**src/rtl/fp32_pkg.sv**
```systemverilog
// fp32_pkg: binary32 field widths, special encodings and add-unit state encoding
package fp32_pkg;
  localparam int EXP_W = 8;
  localparam int MAN_W = 23;
  localparam int BIAS = 127;
  localparam int SIG_W = 27;
  localparam logic [31:0] QNAN = 32'h7FC00000;
  localparam logic [31:0] POS_INF = 32'h7F800000;
  localparam logic [31:0] NEG_INF = 32'hFF800000;
  typedef enum logic [2:0] {IDLE, UNPACK, ALIGN, ADD, NORM, ROUND, DONE} state_t;
endpackage

```
**src/rtl/fp_lzc27.sv**
```systemverilog
// fp_lzc27: leading-zero count of a 27-bit extended significand
import fp32_pkg::*;
module fp_lzc27 (
  input  logic [SIG_W-1:0] x,
  output logic [4:0]       cnt,
  output logic             zero
);
  always_comb begin
    cnt = 5'd0;
    for (int i = 0; i < SIG_W; i++) if (x[i]) cnt = 5'(SIG_W - 1 - i);
  end
  assign zero = ~|x;
endmodule

```
**src/rtl/fadd_single_seq.sv**
```systemverilog
// fadd_single_seq: multi-cycle binary32 add/subtract, fixed 5-cycle latency, valid/ready on both sides
import fp32_pkg::*;
module fadd_single_seq (
  input  logic        clk,
  input  logic        rst,
  input  logic        in_valid,
  output logic        in_ready,
  input  logic [31:0] a,
  input  logic [31:0] b,
  input  logic        op_sub,
  output logic        out_valid,
  input  logic        out_ready,
  output logic [31:0] result,
  output logic [2:0]  flags
);
  state_t state;
  logic [31:0] ra, rb;
  logic sx, sy, nan, inv, inf, inf_s, zero, uf;
  logic [9:0] e;
  logic [7:0] d;
  logic [23:0] mx;
  logic [SIG_W:0] sig;
  assign in_ready = (state == IDLE) && !rst;
  // Operands with a zero exponent are flushed before the magnitude compare
  logic [30:0] ma, mb, bx, by;
  logic swap, a_nan, b_nan, a_inf, b_inf;
  assign ma = ~|ra[30:23] ? 31'd0 : ra[30:0];
  assign mb = ~|rb[30:23] ? 31'd0 : rb[30:0];
  assign swap = mb > ma;
  assign bx = swap ? mb : ma;
  assign by = swap ? ma : mb;
  assign a_nan = &ra[30:23] & |ra[22:0];
  assign b_nan = &rb[30:23] & |rb[22:0];
  assign a_inf = &ra[30:23] & ~|ra[22:0];
  assign b_inf = &rb[30:23] & ~|rb[22:0];
  logic [53:0] wide;
  logic [SIG_W:0] aligned;
  assign wide = {sig[SIG_W-1:0], 27'd0} >> d;
  assign aligned = d >= 8'd27 ? {27'd0, |sig[SIG_W-1:0]} : {1'b0, wide[53:28], wide[27] | |wide[26:0]};
  logic [4:0] lz;
  logic lz_zero;
  fp_lzc27 u_lzc (.x(sig[SIG_W-1:0]), .cnt(lz), .zero(lz_zero));
  // Round to nearest even on guard/round/sticky; a mantissa carry bumps the exponent
  logic up, ovf, inexact;
  logic [24:0] m25;
  logic [9:0] e_r;
  logic [31:0] res_n;
  logic [2:0] flg_n;
  assign up = sig[2] & (sig[1] | sig[0] | sig[3]);
  assign m25 = {1'b0, sig[26:3]} + {24'd0, up};
  assign e_r = e + {9'd0, m25[24]};
  assign ovf = e_r >= 10'd255;
  assign inexact = |sig[2:0];
  assign res_n = (nan | inv) ? QNAN : inf ? {inf_s, POS_INF[30:0]} : (zero | uf) ? {sx, 31'd0} :
                 ovf ? {sx, POS_INF[30:0]} : {sx, e_r[7:0], m25[22:0]};
  assign flg_n = (nan | inv) ? {inv, 2'b00} : inf ? 3'b000 : (zero | uf) ? {2'b00, uf} :
                 ovf ? 3'b011 : {2'b00, inexact};
  always_ff @(posedge clk or posedge rst) begin
    if (rst) begin
      state <= IDLE;
      out_valid <= 1'b0;
      result <= 32'd0;
      flags <= 3'b000;
    end else begin
      case (state)
        IDLE: if (in_valid) state <= UNPACK;
        UNPACK: state <= ALIGN;
        ALIGN: state <= ADD;
        ADD: state <= NORM;
        NORM: state <= ROUND;
        ROUND: begin
          state <= DONE;
          out_valid <= 1'b1;
          result <= res_n;
          flags <= flg_n;
        end
        default: if (out_ready) begin
          state <= IDLE;
          out_valid <= 1'b0;
        end
      endcase
    end
  end
  always_ff @(posedge clk) begin
    case (state)
      IDLE: if (in_valid) begin
        ra <= a;
        rb <= {b[31] ^ op_sub, b[30:0]};
      end
      UNPACK: begin
        sx <= swap ? rb[31] : ra[31];
        sy <= swap ? ra[31] : rb[31];
        e <= {2'b00, bx[30:23]};
        d <= bx[30:23] - by[30:23];
        mx <= {|bx[30:23], bx[22:0]};
        sig <= {1'b0, |by[30:23], by[22:0], 3'b000};
        nan <= a_nan | b_nan;
        inv <= a_inf & b_inf & (ra[31] ^ rb[31]);
        inf <= a_inf | b_inf;
        inf_s <= a_inf ? ra[31] : rb[31];
      end
      ALIGN: sig <= aligned;
      ADD: sig <= (sx ^ sy) ? {1'b0, mx, 3'b000} - sig : {1'b0, mx, 3'b000} + sig;
      NORM: begin
        zero <= lz_zero & ~sig[SIG_W];
        uf <= ~sig[SIG_W] & ~lz_zero & (e <= {5'd0, lz});
        sx <= (lz_zero & ~sig[SIG_W]) ? sx & sy : sx;
        sig <= sig[SIG_W] ? {1'b0, sig[SIG_W:2], |sig[1:0]} : sig << lz;
        e <= sig[SIG_W] ? e + 10'd1 : e - {5'd0, lz};
      end
      default: ;
    endcase
  end
endmodule
```
**config.mk**
```make
export PLATFORM = sky130hd
export DESIGN_NAME = fadd_single_seq
export DESIGN_NICKNAME = d
export VERILOG_FILES = /design/src/rtl/fp32_pkg.sv /design/src/rtl/fp_lzc27.sv /design/src/rtl/fadd_single_seq.sv
export SDC_FILE = /design/constraint.sdc
export NUM_CORES = 1
export LEC_CHECK = 0
export ABC_CLOCK_PERIOD_IN_PS = 8300
export CAP_MARGIN = 20
export CELL_PAD_IN_SITES_DETAIL_PLACEMENT = 1
export CELL_PAD_IN_SITES_GLOBAL_PLACEMENT = 1
export CORE_AREA = 2 2 198 200
export CTS_CLUSTER_SIZE = 16
export DETAILED_ROUTE_END_ITERATION = 10
export DIE_AREA = 0 0 200 202
export HOLD_SLACK_MARGIN = 0.05
export PLACE_DENSITY_LB_ADDON = 0.12
export SKIP_LAST_GASP = 1
export SLEW_MARGIN = 0
export SYNTH_ARGS = -nofsm -noshare
export SYNTH_HDL_FRONTEND = slang
export SYNTH_SLANG_ARGS = --single-unit
```
**constraint.sdc**
```tcl
create_clock -name clk -period 8.3 [get_ports clk]
set_input_delay 1.66 -clock clk [delete_from_list [all_inputs] [get_ports clk]]
set_output_delay 1.66 -clock clk [all_outputs]
set_load 0.03 [all_outputs]
```
# --- Yosys cells after proc, flatten, opt, wreduce, memory -nomap -nowiden ---
# Index checks and enable logic that the tools add are counted.
op_classes:
  n_addsub: 7
  magnitude_cmp: 4
  n_eq_ne: 7
  shift: 2
  mux: 55
  bitwise: 23
  n_reduce_logical: 27
op_table:
  columns: ["operator", "count"]
  rows:
  - ["2-to-1 mux 31 bit", 6]
  - ["2-to-1 mux 5 bit", 27]
  - ["one-hot mux 28 bit (4 select lines)", 1]
  - ["2-to-1 mux 32 bit", 2]
  - ["2-to-1 mux 28 bit", 2]
  - ["OR reduction 27 bit", 2]
  - [">> shifter 54 x 8 -> 54 bit", 1]
  - ["OR reduction 23 bit", 2]
  - ["OR reduction 8 bit", 4]
  - ["> comparator 31 bit", 1]
  - ["adder 27 x 28 -> 28 bit", 1]
  - ["left shift 28 x 5 -> 28 bit", 1]
  - ["subtractor 27 x 28 -> 28 bit", 1]
  - ["2-to-1 mux 27 bit", 1]
  - ["adder 24 x 1 -> 25 bit", 1]
  - ["one-hot mux 10 bit (2 select lines)", 1]
  - ["one-hot mux 3 bit (6 select lines)", 1]
  - ["AND reduction 8 bit", 2]
  - ["AND 1 bit", 11]
  - ["adder 10 x 1 -> 10 bit", 1]
  - ["adder 10 x 1 -> 10 bit, second input constant", 1]
  - [">= comparator 10 x 8 -> 1 bit, second input constant", 1]
  - ["less-or-equal comparator 10 x 5 -> 1 bit", 1]
  - ["2-to-1 mux 10 bit", 1]
  - ["other kinds (24)", 52]
word_totals:
  register_bits: 181
  in_bits: 69

# --- Logic depth before layout (Yosys ltp) ---
logic_depth:
  depth_word: 30
  mapped_depth: 20
  ltp_nobuf: 19

# --- Hierarchy ---
# A second synthesis with hierarchy kept.
unflattened:
  cells_unflattened: 1781
  hier_area_um2: 15685.0
by_module_without_submodules:
  columns: ["module", "n_inst", "cells_each", "area_each_um2", "seq_area_each_um2"]
  rows:
  - ["fadd_single_seq", 1, 1724, 15362.2, 5240.0]
  - ["fp_lzc27", 1, 57, 322.8, 0.0]

# --- Least setup slack after synthesis ---
# Ideal clock, no wire load.
synth_timing:
  path_type: "input-to-reg"
  from: "input port in_valid"
  to: "register ra[0], enable pin"
  arrival_ns: 8.151
  required_ns: 7.634
  slack_ns: -0.517
  path_stages: 1
  path_buffers: 0
  path_cell_list: "nor4b_1"
synth_via:
  elab_chain_len: 1
synth_lines:
  columns: ["element", "line", "source"]
  rows:
  - ["start, declared", "fadd_single_seq.sv:6", "input logic in_valid,"]
  - ["AND reduction 2 bit (no line)", null, null]
  - ["end signal, assigned", "fadd_single_seq.sv:87", "ra <= a;"]
  - ["end, declared", "fadd_single_seq.sv:17", "logic [31:0] ra, rb;"]
# No other way between the ends.
# A chain may end at the register's enable or synchronous reset.

# --- Worst setup path after layout ---
layout_timing:
  from: "register ra[28]"
  to: "register sig[9], data pin"
layout_via:
  elab_chain_len: 5
layout_lines:
  columns: ["element", "line", "source"]
  rows:
  - ["OR reduction 8 bit", "fadd_single_seq.sv:27", "assign ma = ~|ra[30:23] ? 31'd0 : ra[30:0];"]
  - ["2-to-1 mux 31 bit *", "fadd_single_seq.sv:27", null]
  - ["> comparator 31 bit", "fadd_single_seq.sv:29", "assign swap = mb > ma;"]
  - ["2-to-1 mux 31 bit *", "fadd_single_seq.sv:31", "assign by = swap ? ma : mb;"]
  - ["one-hot mux 28 bit (4 select lines) *", "fadd_single_seq.sv:85", "case (state)"]
  - ["end signal, assigned", "fadd_single_seq.sv:96", "sig <= {1'b0, |by[30:23], by[22:0], 3'b000};"]
  - ["end signal, assigned", "fadd_single_seq.sv:102", "ALIGN: sig <= aligned;"]
  - ["end signal, assigned", "fadd_single_seq.sv:103", "ADD: sig <= (sx ^ sy) ? {1'b0, mx, 3'b000} - sig : {1'b0, mx, 3'b000} + sig;"]
  - ["end, declared", "fadd_single_seq.sv:22", "logic [SIG_W:0] sig;"]
# Every way passes the cells marked *; elsewhere a longest branch is shown, timed or not.

==> results_dict.tcl <==
set metrics [dict create \
    hold_end "result[2]" \
    final_nets 1954 \
    critPathArrivalTime_ns 5.69 \
    grt_first_pass_wirelength_um 85000 \
    fin_crit_sh 0.663 \
    post_cts_buffers 0 \
    hold_path_depth 2 \
    cts_buffers 17 \
    port_buffers 105 \
    ys_warn_count 0 \
    grt_max_degree 69 \
    io_pins 106 \
    die_w_um 200 \
    initialDrtViolationCount 1039 \
    cts.repair.resized 0 \
    r2r_slack_ns 2.80 \
    dpl.hpwl_um 43300 \
    cp.required_ns 8.49 \
    dieArea_um2 40400 \
    rr_worst_depth 13 \
    worstMarginPinSlew_ns 1.09 \
    yosys_most_used_dff "edfxtp_1" \
    h-tree-depth 4 \
    yosysSeqAreaShare 0.345 \
    clock_latency_ns 0.48 \
    max_cap_viol_count 0 \
    final.min_clock_period_ns 5.50 \
    die_h_um 202 \
    clockBufferDepth 2 \
    gp_congestion 0.957 \
    synth_edf_count 142 \
    track_usage 0.280 \
    first_global_vias 14284 \
    timing.rr.start "ra[28]" \
    crit_path_end_kind "register" \
    power_density_nw_per_um2 410 \
    fin_setup_tns_ns 0 \
    instances_no_fill 2321 \
    hold_class "register to register" \
    coreArea_um2 38300 \
    avgViaCountPerCell 6.09 \
    reg2reg_to "sig[9]" \
    rsz0062_at_grt "no" \
    synth_fp_nets 1939 \
    overflow 0 \
    hold_start "result[2]" \
    postSynthCellCount 1774 \
    hold_buffers 0 \
    area_delta_synth_final_pct 12.5 \
    power.total_w 0.00701 \
    holdWs_ns 0.476 \
    synth_cell_types 80 \
    final_util 0.447 \
    tritoncts "done" \
    dr.pass1.iters 8 \
    synthArstFlopShare 0.215 \
    route.detailed.drc 0 \
    drive_gt1_frac 0.0516 \
    wl_per_cell_um 24.1 \
    drv_slew 0 \
    synth_area_per_cell_um2 8.57 \
    rows 72 \
    clock-sinks 181 \
    fmax_ghz 0.182 \
    dr_total_vias 14137 \
    place_inst 2287 \
    initial_core_util 0.397 \
    slew_headroom 0.268 \
    power.leakage_nw 6.51 \
    drtAntennaViolNets 0 \
    setup_viol 0 \
    crit_type "register to register" \
    syn_area_um2 15200 \
    cts.clk_slew.worst_paths_ns 0.08 \
    cp-start-kind "register" \
    outcome "completed" \
    cp_max_fo 34 \
    vdd_ir_drop_max_mv 0.194 \
    cts_root_buf "clkbuf_16" \
    hold_viol 0 \
    ys_seq_elements 181 \
    antenna_found_initial 2 \
    fin_skew_ns 0.0151 \
    wl_um 55800 \
]
[layout by cell type, fill, tap and decap left out, types with 8 or more instances in the layout]
cell	n
a211oi_1	22
a21o_1	12
a21oi_1	115
a221oi_1	12
a22oi_1	11
a31oi_1	20
and2_1	34
and3_1	9
buf_4	18
clkbuf_16	17
clkdlybuf4s50_1	105
dfrtp_1	39
edfxtp_1	142
ha_1	94
inv_1	65
mux2_2	13
mux2i_1	81
mux4_2	8
nand2_1	213
nand2b_1	27
nand3_1	40
nand4_1	24
nor2_1	154
nor2b_1	22
nor3_1	49
nor4_1	31
o211ai_1	24
o21ai_0	136
o21ai_1	8
o221ai_1	8
o22ai_1	15
o31ai_1	13
or3_1	13
xnor2_1	56
xor2_1	14
[state kept, by name, summed over array words and instances, names as in the netlist]
name       count
out_valid      1
rb            32
ra            32
state          3
zero           1
inf            1
sig           28
flags          3
e             10
sy             1
inf_s          1
sx             1
uf             1
inv            1
nan            1
d              8
mx            24
result        32
[per-layer routing]
| layer | GRT usage | vias up | share of wire |
|---|---|---|---|
| met3 | 0.0385 | 85 | 0.060 |
| met2 | 0.454 | 455 | 0.47 |
| met5 | 0 | - | 0 |
| met1 | 0.379 | 7038 | 0.44 |
| li1 | - | 6559 | - |
| met4 | 0.105 | 0 | 0.030 |
[cell usage after synthesis (8+ instances only)]
library cell    n  area, um^2
nor3_1         50         250
ha_1           94        1180
mux2_2         13         146
o21ai_1         8        40.0
buf_2          10        50.1
xor2_1         14         123
inv_1          65         244
or3_1          13        81.3
xnor2_1        57         499
and3_1          9        56.3
a221oi_1       12         105
o21ai_0       137         686
mux4_2          8         180
a31oi_1        20         125
mux2i_1        81         811
dfrtp_1        39         976
o221ai_1        8        70.1
nand4_1        24         150
a211oi_1       22         165
a21o_1         12        90.1
nand2b_1       27         169
nor2_1        154         578
a22oi_1        11        82.6
nand2_1       213         800
nor4_1         31         194
nor2b_1        22         138
edfxtp_1      142        4260
clkbuf_1       98         368
and2_1         34         213
buf_1          11        41.3
o31ai_1        13        97.6
o22ai_1        15        93.8
a21oi_1       115         576
nand3_1        40         200
o211ai_1       24         180
[metrics by stage]
stage               area [um^2]  worst slack (ns)
CTS                       17100              2.42
finish                    17100              2.80
global route              17100              2.46
global placement          16500              2.58
floorplan                 15200              2.58
detailed placement        16500              2.45
[worst max-delay path by stage]
stage | endpoint | cells past startpoint | from | slack [ns]
2_1_floorplan | ra[0] | 1 | in_valid | 2.58
3_3_place_gp | d[7] | 14 | rb[27] | 2.58
3_5_place_dp | d[4] | 15 | ra[28] | 2.45
4_1_cts | d[4] | 15 | ra[28] | 2.42
5_1_grt | sig[18] | 13 | ra[28] | 2.46
6_report | sig[9] | 13 | ra[28] | 2.80
[worst max-delay path, cell delays in order, from the launching register on]
cell	delay (ns)
edfxtp_1	0.47
nor4_1	0.51
nand2_1	0.65
nand2_1	0.34
ha_1	0.29
a21oi_1	0.15
o21ai_0	0.12
a221oi_1	0.31
o211ai_1	0.33
o21ai_4	0.63
buf_4	0.42
o21ai_0	0.22
a222oi_1	0.52
o221ai_1	0.22
[power by group]
group          internal (W)  switching [W]  total (W)
Combinational       0.00158        0.00274    0.00432
Clock              0.000416       0.000398   0.000813
Sequential          0.00135       0.000533    0.00188
Total               0.00334        0.00367    0.00701
[cell type report]
type / count / area (um^2)
Clock inverter: 14 / 124
Tap cell: 518 / 648
Clock buffer: 18 / 429
Sequential cell: 181 / 5240
Antenna cell: 1 / 2.50
Fill cell: 4433 / 21200
Inverter: 67 / 254
Timing Repair Buffer: 124 / 1210
Multi-Input combinational cell: 1398 / 9200
[kinds of logic after synthesis]
| logic type | Yosys count | share of synthesized area |
|---|---|---|
| xor+xnor | 71 | 0.0409 |
| simple gates | 639 | 0.197 |
| buf+inv | 195 | 0.0526 |
| flops | 181 | 0.345 |
| fa+ha+maj | 96 | 0.0800 |
| compound gates | 488 | 0.207 |
| mux | 104 | 0.0772 |
Note: power is estimated with default switching activity, not from simulation.
